==> config.mk <==
export PLATFORM = sky130hd
export DESIGN_NAME = fetch_stage
export DESIGN_NICKNAME = d
export VERILOG_FILES = /design/src/rtl/fetch_stage.sv
export SDC_FILE = /design/constraint.sdc
export NUM_CORES = 1
export LEC_CHECK = 0
export ABC_CLOCK_PERIOD_IN_PS = 5600
export CORE_UTILIZATION = 40
export DETAILED_ROUTE_END_ITERATION = 8
export DONT_BUFFER_PORTS = 1
export PLACE_DENSITY = 0.61
export SETUP_SLACK_MARGIN = 0.2
export SYNTH_ARGS = -nofsm -noshare
export SYNTH_HDL_FRONTEND = slang
export SYNTH_SLANG_ARGS = --single-unit
export TNS_END_PERCENT = 10
==> constraint.sdc <==
create_clock -name clk -period 5.6 [get_ports clk]
set_input_delay 0.84 -clock clk [delete_from_list [all_inputs] [get_ports clk]]
set_output_delay 0.84 -clock clk [all_outputs]
set_load 0.02 [all_outputs]
==> src/rtl/fetch_stage.sv <==
// Instruction fetch stage: PC register, IF/ID pipeline register and RUN/HALT control.
// The PC drives the instruction memory address directly; the memory returns the word combinationally.
module fetch_stage #(
    parameter logic [63:0] RESET_PC = 64'h0,
    parameter logic [63:0] MEM_SIZE = 64'd64
) (
    input  logic        clk,
    input  logic        reset,
    input  logic        stall,
    input  logic        flush,
    input  logic        branch_taken,
    input  logic [63:0] branch_target,
    output logic [63:0] pc_adr,
    input  logic [31:0] instruction_in,
    output logic [63:0] if_id_pc,
    output logic [31:0] if_id_instruction,
    output logic        if_id_valid,
    output logic        halted,
    output logic [31:0] fetch_count
);

    typedef enum logic [0:0] {
        RUN  = 1'b0,
        HALT = 1'b1
    } state_t;

    localparam int unsigned PC_W  = 64;
    localparam int unsigned CNT_W = 32;

    state_t            state;
    logic [PC_W-1:0]   pc;
    logic [PC_W-1:0]   pc_plus4;
    logic [PC_W-1:0]   target_aligned;
    logic              count_full;

    assign pc_adr         = pc;
    assign pc_plus4       = pc + PC_W'(4);
    assign target_aligned = branch_target & ~PC_W'(3);
    assign count_full     = (fetch_count == {CNT_W{1'b1}});

    // Priority: reset > branch_taken > HALT hold > flush > stall > normal fetch.
    always_ff @(posedge clk) begin
        if (reset) begin
            state             <= RUN;
            halted            <= 1'b0;
            pc                <= RESET_PC;
            if_id_pc          <= '0;
            if_id_instruction <= '0;
            if_id_valid       <= 1'b0;
            fetch_count       <= '0;
        end else if (branch_taken) begin
            pc                <= target_aligned;
            if_id_pc          <= '0;
            if_id_instruction <= '0;
            if_id_valid       <= 1'b0;
            if (target_aligned >= MEM_SIZE) begin
                state  <= HALT;
                halted <= 1'b1;
            end else begin
                state  <= RUN;
                halted <= 1'b0;
            end
        end else if (state == HALT) begin
            if_id_pc          <= '0;
            if_id_instruction <= '0;
            if_id_valid       <= 1'b0;
        end else if (flush) begin
            if_id_pc          <= '0;
            if_id_instruction <= '0;
            if_id_valid       <= 1'b0;
            if (!stall) begin
                pc <= pc_plus4;
            end
        end else if (!stall) begin
            pc                <= pc_plus4;
            if_id_pc          <= pc;
            if_id_instruction <= instruction_in;
            if_id_valid       <= 1'b1;
            if (!count_full) begin
                fetch_count <= fetch_count + CNT_W'(1);
            end
            // The last in-range word is still captured as the PC leaves memory.
            if (pc_plus4 >= MEM_SIZE) begin
                state  <= HALT;
                halted <= 1'b1;
            end
        end
    end

endmodule

=== Word-level counts from Yosys, hierarchy flattened ===
Index checks and enable logic that the tools add are counted.

* $lt $le $gt $ge: 2
* Reduce and logical (&&, ||, !) cells: 6
* Bitwise logic cells: 5
* Mux-type cells: 14
* $add $sub $neg: 2
* Eq/ne operators: 4

{| class="wikitable"
|+ Operators with widths
! kind !! number
|-
| $mux 64 || 3
|-
| $ge 64x7->1 const B || 2
|-
| $add 64x3->64 const B || 1
|-
| $add 32x1->32 const B || 1
|-
| $eq 32x32->1 const B || 1
|-
| $mux 1 || 11
|-
| $not 1->1 || 5
|-
| $reduce_and 5->1 || 1
|-
| $ne 2x1->1 const B || 2
|-
| $reduce_and 4->1 || 1
|-
| $reduce_or 4->1 || 1
|-
| $ne 2x2->1 const B || 1
|-
| $reduce_and 2->1 || 1
|-
| $reduce_bool 2->1 || 1
|-
| $reduce_or 2->1 || 1
|}

* Output and inout port bits: 194
* Bits in registers: 195
* Input bits: 101

=== Logic depth before layout (Yosys ltp) ===
Gate-level depths: netlist of run 1.

* Depth in word-level cells: 7
* Depth in mapped cells: 11

=== Worst setup path before layout of run 1 ===
OpenSTA, ideal clock, no wires.

* Path type: reg2reg
* Start: register pc[35] (netlist: pc_adr[35])
* End: register halted
* Cell stages (with the launch flop): 10
* Data arrival time: 2.767 ns
* Library setup time: 0.133 ns
* Slack: 2.700 ns
* Cell sequence: dfxtp_1 clkbuf_1 nand4_1 or4_1 nor4_1 xnor2_1 nand4_1 or4_1 nor4_1 a21oi_1

* Word-level cells in the longest chain between the ends: 4

{| class="wikitable"
|+ Ends and longest elaborated chain
! what !! RTL line !! text
|-
| start, declared || 31 || <nowiki>logic [PC_W-1:0] pc;</nowiki>
|-
| start signal, assigned || 52 || <nowiki>pc <= target_aligned;</nowiki>
|-
| start signal, assigned || 72 || <nowiki>pc <= pc_plus4;</nowiki>
|-
| start signal, assigned || 75 || <nowiki>pc <= pc_plus4;</nowiki>
|-
| $add 64x3->64 || 37 || <nowiki>assign pc_plus4 = pc + PC_W'(4);</nowiki>
|-
| $ge 64x7->1 || 83 || <nowiki>if (pc_plus4 >= MEM_SIZE) begin</nowiki>
|-
| $reduce_bool 2->1 (no line) || - ||
|-
| $reduce_and 4->1 (no line) || - ||
|-
| end signal, assigned || 45 || <nowiki>halted <= 1'b0;</nowiki>
|-
| end signal, assigned || 58 || <nowiki>halted <= 1'b1;</nowiki>
|-
| end signal, assigned || 85 || <nowiki>halted <= 1'b1;</nowiki>
|-
| end, declared || 18 || <nowiki>output logic halted,</nowiki>
|}

No other way between the ends.
A chain may end at the register's enable or synchronous reset.

=== Final worst setup path of run 1 ===
* Start: register pc[11] (netlist: pc_adr[11])
* End: register halted

Same word-level chain as after synthesis.

==> impl_metrics.json, run 1 <==
{
  "layout_commonest_cell": "nor2_1",
  "first_pass_iters": 5,
  "start_util": 0.413,
  "num_antenna_cells": 0,
  "p_per_area_nw_per_um2": 279,
  "synth-seq-area-share": 0.390,
  "insertion_delay_ns": 0.44,
  "peakVddDrop_uv": 200,
  "antenna_found_initial": 0,
  "worstMarginPinSlew_ns": 1.06,
  "synthCells": 1222,
  "synthFlopType": "dfxtp_1",
  "start_kind": "flop",
  "avgSynthCellArea_sq_um": 8.03,
  "drc": 0,
  "cts_buffers": 17,
  "die_area_sq_um": 25200,
  "die_h_um": 159,
  "cp.required_ns": 5.91,
  "drt_iter0_drc": 735,
  "cts_tree": "built",
  "fin_crit_ns": 3.86,
  "ios": 295,
  "wirelength_um": 30300,
  "die_width_um": 159,
  "period_share": 0.689,
  "cp_max_fo": 21,
  "clock_skew_ns": 0.0178,
  "cts.clk_slew.worst_paths_ns": 0.08,
  "min_path_type": "input pin to flop",
  "grt_pass1_wl_um": 45500,
  "cts_root_buffer": "clkbuf_16",
  "area_growth_pct": 6.10,
  "fp.coreArea_sq_um": 23800,
  "yosysWarnings": 0,
  "antenna_left": 0,
  "worstSetupEndpointType": "flop",
  "async_reset_ff_frac": 0,
  "io_buffer_count": 0,
  "clockBufferDepth": 2,
  "synth_seq_cells": 191,
  "max_stage_delay_ns": 0.79,
  "post-place-ws_ns": 1.82,
  "holdBufCountCts": 0,
  "relSlewSlack": 0.288,
  "fmax_ghz": 0.259,
  "num_vias": 8490,
  "post_cts.repair.setup_buffers": 0,
  "worst_slack_ns": 1.74,
  "grt_usage": 0.235,
  "clock_sinks": 191,
  "layout_common_cells": "nor2_1, dfxtp_1, mux2i_1",
  "final-setup-viol-count": 0,
  "status": "finished, final reports clean",
  "path_class": "flop to flop",
  "place.gp.congestion": 0.956,
  "yosysUniqueCellTypes": 51,
  "cellLeakagePower_nw": 3.49,
  "hold_violations": 0,
  "crit_arrival_ns": 4.17,
  "grt_setup_unrepaired": "no",
  "setup_tns_ns": 0,
  "cts_resized": 0,
  "grt_pass1_vias": 7842,
  "viasPerCell": 5.74,
  "max_cap_violations": 0,
  "grt_max_degree": 99,
  "crit_chain": "and3_1 -> nand3_1 -> o22a_1 -> nor4b_1 -> o2111ai_1 -> or4_1 -> nor4_1 -> a21oi_1",
  "cp_slowest_cell": "dfxtp_1",
  "synth_edf_count": 0,
  "h-tree-depth": 4,
  "drive_gt1_frac": 0.0397,
  "path_delay_family": "simple AND/OR/NAND/NOR gates",
  "finalMaxSlewViolations": 0,
  "crit_buf_inv": 0,
  "fin_nets": 1249,
  "dp_hpwl_um": 21700,
  "detail_route.wl_per_cell_um": 20.5,
  "grt-ovfl-total": 0,
  "rows": 56,
  "syn_area_sq_um": 9810
}
==> where the power goes <==
| group | switching [mW] | leakage, nW | internal (mW) |
|---|---|---|---|
| sequential | 0.126 | 1.55 | 1.39 |
| combinational | 0.0821 | 1.66 | 0.0870 |
| clock | 0.620 | 0.283 | 0.596 |
==> worst paths after layout <==
check / startpoint / to / slack, ns / cells after the start
worst max-delay path: pc_adr[11] / halted / 1.74 / 8
worst min-delay path: reset / fetch_count[22] / 0.47 / 1
worst max register to register: pc_adr[11] / halted / 1.74 / 8
worst min register to register: if_id_valid / if_id_valid / 0.57 / 2
==> per-stage QoR <==
step | hold WS (ns) | total power [mW] | cell area [sq um] | instances | util
CTS | 0.447 | 2.93 | 10400 | 1478 | 0.438
global route | 0.450 | 3.01 | 10400 | 1478 | 0.438
global placement | 0.557 | 1.71 | 9840 | 1446 | 0.414
finish | 0.467 | 2.90 | 10400 | 1478 | 0.438
floorplan | 0.526 | 1.70 | 9820 | 1225 | -
detailed placement | 0.557 | 1.72 | 9840 | 1446 | 0.414
==> layout make-up <==
class,count,area [sq um]
Sequential cell,191,3820
Tap cell,319,399
Clock buffer,18,429
Inverter,13,48.8
Fill cell,2430,13300
Timing Repair Buffer,5,37.5
Multi-Input combinational cell,918,5530
Clock inverter,14,144
==> synth_stat cells (all sizes together), types with 2 or more instances <==
cell	count	share of area
a211o	2	0.0018
a211oi	13	0.0099
a21oi	69	0.035
a22oi	2	0.0015
a31oi	3	0.0019
and3	11	0.0070
and4	8	0.0071
buf	38	0.019
clkbuf	65	0.025
dfxtp	191	0.39
ha	2	0.0025
inv	13	0.0050
mux2i	101	0.10
nand2	72	0.028
nand3	47	0.024
nand3b	2	0.0015
nand4	52	0.034
nand4b	2	0.0018
nor2	256	0.098
nor3	37	0.020
nor4	51	0.035
nor4b	5	0.0045
o211ai	2	0.0015
o21ai	17	0.0087
o22ai	2	0.0013
o31a	4	0.0036
o31ai	4	0.0031
or2	3	0.0019
or3	22	0.014
or4	6	0.0046
xnor2	63	0.056
xor2	45	0.040
==> registers in the layout (all words and copies together) (netlist names) <==
name,cells
if_id_instruction,32
state,1
pc_adr,62
if_id_valid,1
fetch_count,32
if_id_pc,62
halted,1
==> logic make-up (layout without fill, tap and decap cells) <==
kind of cell	Yosys count	in the layout	share of synthesized area
mux	101	101	0.103
flops	191	191	0.390
buf+inv	116	50	0.0485
fa+ha+maj	2	2	0.00255
compound gates	125	125	0.0746
xor+xnor	108	108	0.0964
simple gates	578	578	0.285
other cells	1	4	0.000382
==> layer usage <==
metal | up-vias | wire (um) | GRT usage
li1 | 4110 | - | -
met3 | 42 | 2690 | 0.0770
met1 | 3987 | 12900 | 0.296
met5 | - | 0 | 0
met4 | 0 | 648 | 0.0710
met2 | 351 | 14100 | 0.381
Power figures use the tool's default switching activity.
==> inputs of run 2 (changes only) <==
ABC_CLOCK_PERIOD_IN_PS = 4000   (was 5600)
clock period = 4 ns   (was 5.6 ns; I/O delays follow)
==> impl_metrics.json, run 2 (synthesized netlist as in run 1, its figures left out) <==
{
  "r2r_cells": 9,
  "clock_sinks": 191,
  "fmax_ghz": 0.294,
  "grt_max_degree": 99,
  "fin_util": 0.456,
  "fin_crit_ns": 3.40,
  "h-tree-depth": 4,
  "start_kind": "flop",
  "die_width_um": 159,
  "insertion_delay_ns": 0.44,
  "whs_ns": 0.213,
  "place.gp.congestion": 0.946,
  "final-setup-viol-count": 0,
  "p_per_area_nw_per_um2": 384,
  "min_path_type": "input pin to flop",
  "max_stage_delay_ns": 0.73,
  "worstMarginPinSlew_ns": 1.06,
  "setup_tns_ns": 0,
  "worstSetupEndpointType": "flop",
  "post_cts.repair.setup_buffers": 0,
  "viasPerCell": 5.77,
  "io_buffer_count": 0,
  "max_cap_violations": 0,
  "clock_skew_ns": 0.0177,
  "dp_hpwl_um": 22600,
  "crit_chain": "and3_1 -> nand3_1 -> buf_4 -> or4_1 -> o21a_1 -> nor3_1 -> nand4_1 -> nor4_1 -> a21oi_1",
  "die_area_sq_um": 25200,
  "num_vias": 8820,
  "grt_pass1_wl_um": 47000,
  "fin_nets": 1299,
  "cp.required_ns": 4.32,
  "cts_tree": "built",
  "first_pass_iters": 5,
  "start_util": 0.413,
  "placed_cells": 1496,
  "antenna_left": 0,
  "clockBufferDepth": 2,
  "status": "finished, final reports clean",
  "grt_pass1_vias": 8345,
  "holdBufCountCts": 0,
  "relSlewSlack": 0.293,
  "path_class": "flop to flop",
  "crit_arrival_ns": 3.72,
  "cts.clk_slew.worst_paths_ns": 0.09,
  "cts_resized": 0,
  "period_share": 0.850,
  "rows": 56,
  "ios": 295,
  "cp_max_fo": 14,
  "drc": 0,
  "holdPathStages": 1,
  "die_h_um": 159,
  "fin_cells": 1529,
  "grt_usage": 0.245,
  "peakVddDrop_uv": 279,
  "layout_commonest_cell": "nor2_1",
  "drt_iter0_drc": 651,
  "finalMaxSlewViolations": 0,
  "hold_violations": 0,
  "grt-ovfl-total": 0,
  "drive_gt1_frac": 0.0802,
  "cts_buffers": 17,
  "cellLeakagePower_nw": 3.76,
  "antenna_found_initial": 1,
  "wirelength_um": 31100,
  "layout_common_cells": "nor2_1, dfxtp_1, mux2i_1",
  "grt_setup_unrepaired": "no",
  "cp_slowest_cell": "or4_1",
  "fp.coreArea_sq_um": 23800,
  "detail_route.wl_per_cell_um": 20.4,
  "cts_root_buffer": "clkbuf_16",
  "area_growth_pct": 10.4
}
run 2: cell types whose count changed in the layout (fill, tap and decap cells not counted):
cell | before | now
buf_4 | 5 | 55
clkinv_8 | 2 | 7
clkinv_4 | 4 | 2
inv_6 | 3 | 1
clkbuf_1 | 1 | 0
clkinv_2 | 1 | 0
clkinvlp_4 | 0 | 1
diode_2 | 0 | 1
run 2: area by class of cell:
class,instances,area [sq um]
timing repair buffer,55,413
sequential,191,3820
antenna,1,2.50
clock buffer,17,425
tap,319,399
clock inverter,15,193
fill,2384,12900
inverter,13,48.8
multi-input combinational,918,5530
run 2: where the power goes:
group          switching (mW)  internal (mW)  total, mW
Clock                   0.911          0.855       1.77
Combinational           0.185          0.147      0.333
Sequential              0.112           1.95       2.06
run 2: through the flow:
stage	instance area (sq um)	power, mW	setup slack [ns]
after detailed placement	10200	2.43	0.620
after global placement	10200	2.43	0.659
after global routing	10800	4.32	0.402
after floorplan	9820	2.38	1.10
after CTS	10800	4.20	0.612
final	10800	4.16	0.602
run 2: path summary, 6_finish.rpt:
check	start	to	slack [ns]
min	reset	fetch_count[22]	0.21
max reg2reg	pc_adr[8]	state	0.60
min reg2reg	if_id_valid	if_id_valid	0.57
max	pc_adr[8]	state	0.60
run 2: critical path, delay by kind of cell, from the launching register on:
family	cells	cell delay, ns
AO/OA/AOI/OAI	2	0.37
buffers and inverters	1	0.30
flip-flops	1	0.62
AND/OR/NAND/NOR	6	1.99
run 2: per-layer routing:
layer	track usage	vias up	wire [um]
met5	0	-	0
met4	0.0925	0	780
met3	0.0697	50	2980
met2	0.393	390	14400
met1	0.310	4168	13000
li1	-	4212	-
==> inputs of run 3 (changes only) <==
ABC_CLOCK_PERIOD_IN_PS = 3550   (was 4000)
clock period = 3.55 ns   (was 4 ns; I/O delays follow)
==> impl_metrics.json, run 3 (synthesized netlist as in run 1, its figures left out) <==
{
  "status": "finished, final reports clean",
  "grt_setup_unrepaired": "no",
  "grt_pass1_vias": 8126,
  "io_buffer_count": 0,
  "die_area_sq_um": 25200,
  "cp_max_fo": 9,
  "finalMaxSlewViolations": 0,
  "detail_route.wl_per_cell_um": 20.2,
  "clockBufferDepth": 2,
  "antenna_left": 0,
  "relSlewSlack": 0.304,
  "cts_tree": "built",
  "dp_hpwl_um": 23000,
  "grt-ovfl-total": 0,
  "ios": 295,
  "fin_nets": 1325,
  "path_class": "flop to flop",
  "clock_skew_ns": 0.0140,
  "final_area_sq_um": 11000,
  "cts.clk_slew.worst_paths_ns": 0.08,
  "num_vias": 8871,
  "fp.coreArea_sq_um": 23800,
  "final-setup-viol-count": 0,
  "drive_gt1_frac": 0.100,
  "die_width_um": 159,
  "h-tree-depth": 4,
  "place.gp.congestion": 0.938,
  "rows": 56,
  "insertion_delay_ns": 0.44,
  "first_pass_iters": 5,
  "drc": 0,
  "worstMarginPinSlew_ns": 1.04,
  "die_h_um": 159,
  "fin_crit_ns": 3.12,
  "antenna_found_initial": 1,
  "cts_buffers": 17,
  "wirelength_um": 31500,
  "area_growth_pct": 12.5,
  "crit_arrival_ns": 3.44,
  "hold_violations": 0,
  "viasPerCell": 5.70,
  "grt_max_degree": 99,
  "layout_commonest_cell": "nor2_1",
  "cts_root_buffer": "clkbuf_16",
  "drt_iter0_drc": 725,
  "peakVddDrop_uv": 251,
  "max_cap_violations": 0,
  "cp.required_ns": 3.87,
  "num-fill-cells": 2367,
  "start_util": 0.413,
  "grt_pass1_wl_um": 46600,
  "cellLeakagePower_nw": 3.90,
  "fmax_ghz": 0.321,
  "worstSetupEndpointType": "flop",
  "layout_common_cells": "nor2_1, dfxtp_1, mux2i_1",
  "dpl_cell_area_sq_um": 10400,
  "holdBufCountCts": 0,
  "grt_usage": 0.244,
  "setup_tns_ns": 0,
  "period_share": 0.878,
  "fin_util": 0.465,
  "p_per_area_nw_per_um2": 435,
  "start_kind": "flop",
  "clock_sinks": 191,
  "min_path_type": "input pin to flop"
}
-- run 3: cell types whose count changed in the layout (fill, tap and decap cells not counted) --
cell and delta:
inv_8 -2, nor4_1 -1, clkinv_8 -6, bufinv_16 +3, nor4_2 +1, inv_6 +3, clkinv_2 +1, clkinvlp_4 +1
buf_4 +26
-- run 3: final timing paths --
| check | endpoint | start | cells after the start | slack, ns |
|---|---|---|---|---|
| min reg2reg | if_id_valid | if_id_valid | 2 | 0.56 |
| min | fetch_count[22] | reset | 1 | 0.14 |
| max reg2reg | state | pc_adr[12] | 8 | 0.43 |
| max | state | pc_adr[12] | 8 | 0.43 |
-- run 3: power by group --
part           switching, mW  leakage (nW)  internal (mW)
sequential            0.0839          1.55           2.19
clock                  0.948         0.301           1.14
combinational          0.255          2.05          0.182
total                   1.29          3.90           3.51
-- run 3: timing repair --
action / CTS / global route
resized for setup: 0 / 1
buffers inserted: 0 / 0
setup endpoints to repair: 0 / 2
-- run 3: routing by layer --
metal / up-vias / track usage / share of wire
met5: - / 0 / 0
met4: 0 / 0.0765 / 0.022
met3: 39 / 0.0686 / 0.090
met2: 364 / 0.400 / 0.47
met1: 4206 / 0.309 / 0.42
li1: 4262 / - / -
-- run 3: critical path: stages, from the launching register on --
cell	delay, ns
dfxtp_1	0.52
nand4_2	0.22
or3_1	0.55
or3_1	0.49
o31a_1	0.28
nor4_1	0.36
nand4_1	0.22
nor4_1	0.27
a21oi_1	0.10
-- run 3: area by class of cell --
type,count,area [sq um],area share
Clock inverter,15,201,0.0182
Sequential cell,191,3820,0.346
Multi-Input combinational cell,918,5530,0.501
Clock buffer,17,425,0.0385
Tap cell,319,399,0.0361
Timing Repair Buffer,81,608,0.0551
Antenna cell,1,2.50,0.000227
Inverter,13,48.8,0.00442
-- run 3: stage by stage --
| step | total power [mW] | std cells | hold slack (ns) | worst slack, ns |
|---|---|---|---|---|
| global route | 4.97 | 1554 | 0.129 | 0.222 |
| detailed placement | 2.76 | 1522 | 0.561 | 0.450 |
| floorplan | 2.68 | 1225 | 0.526 | 0.650 |
| CTS | 4.84 | 1554 | 0.138 | 0.447 |
| finish | 4.80 | 1555 | 0.145 | 0.433 |
| global placement | 2.76 | 1522 | 0.556 | 0.438 |
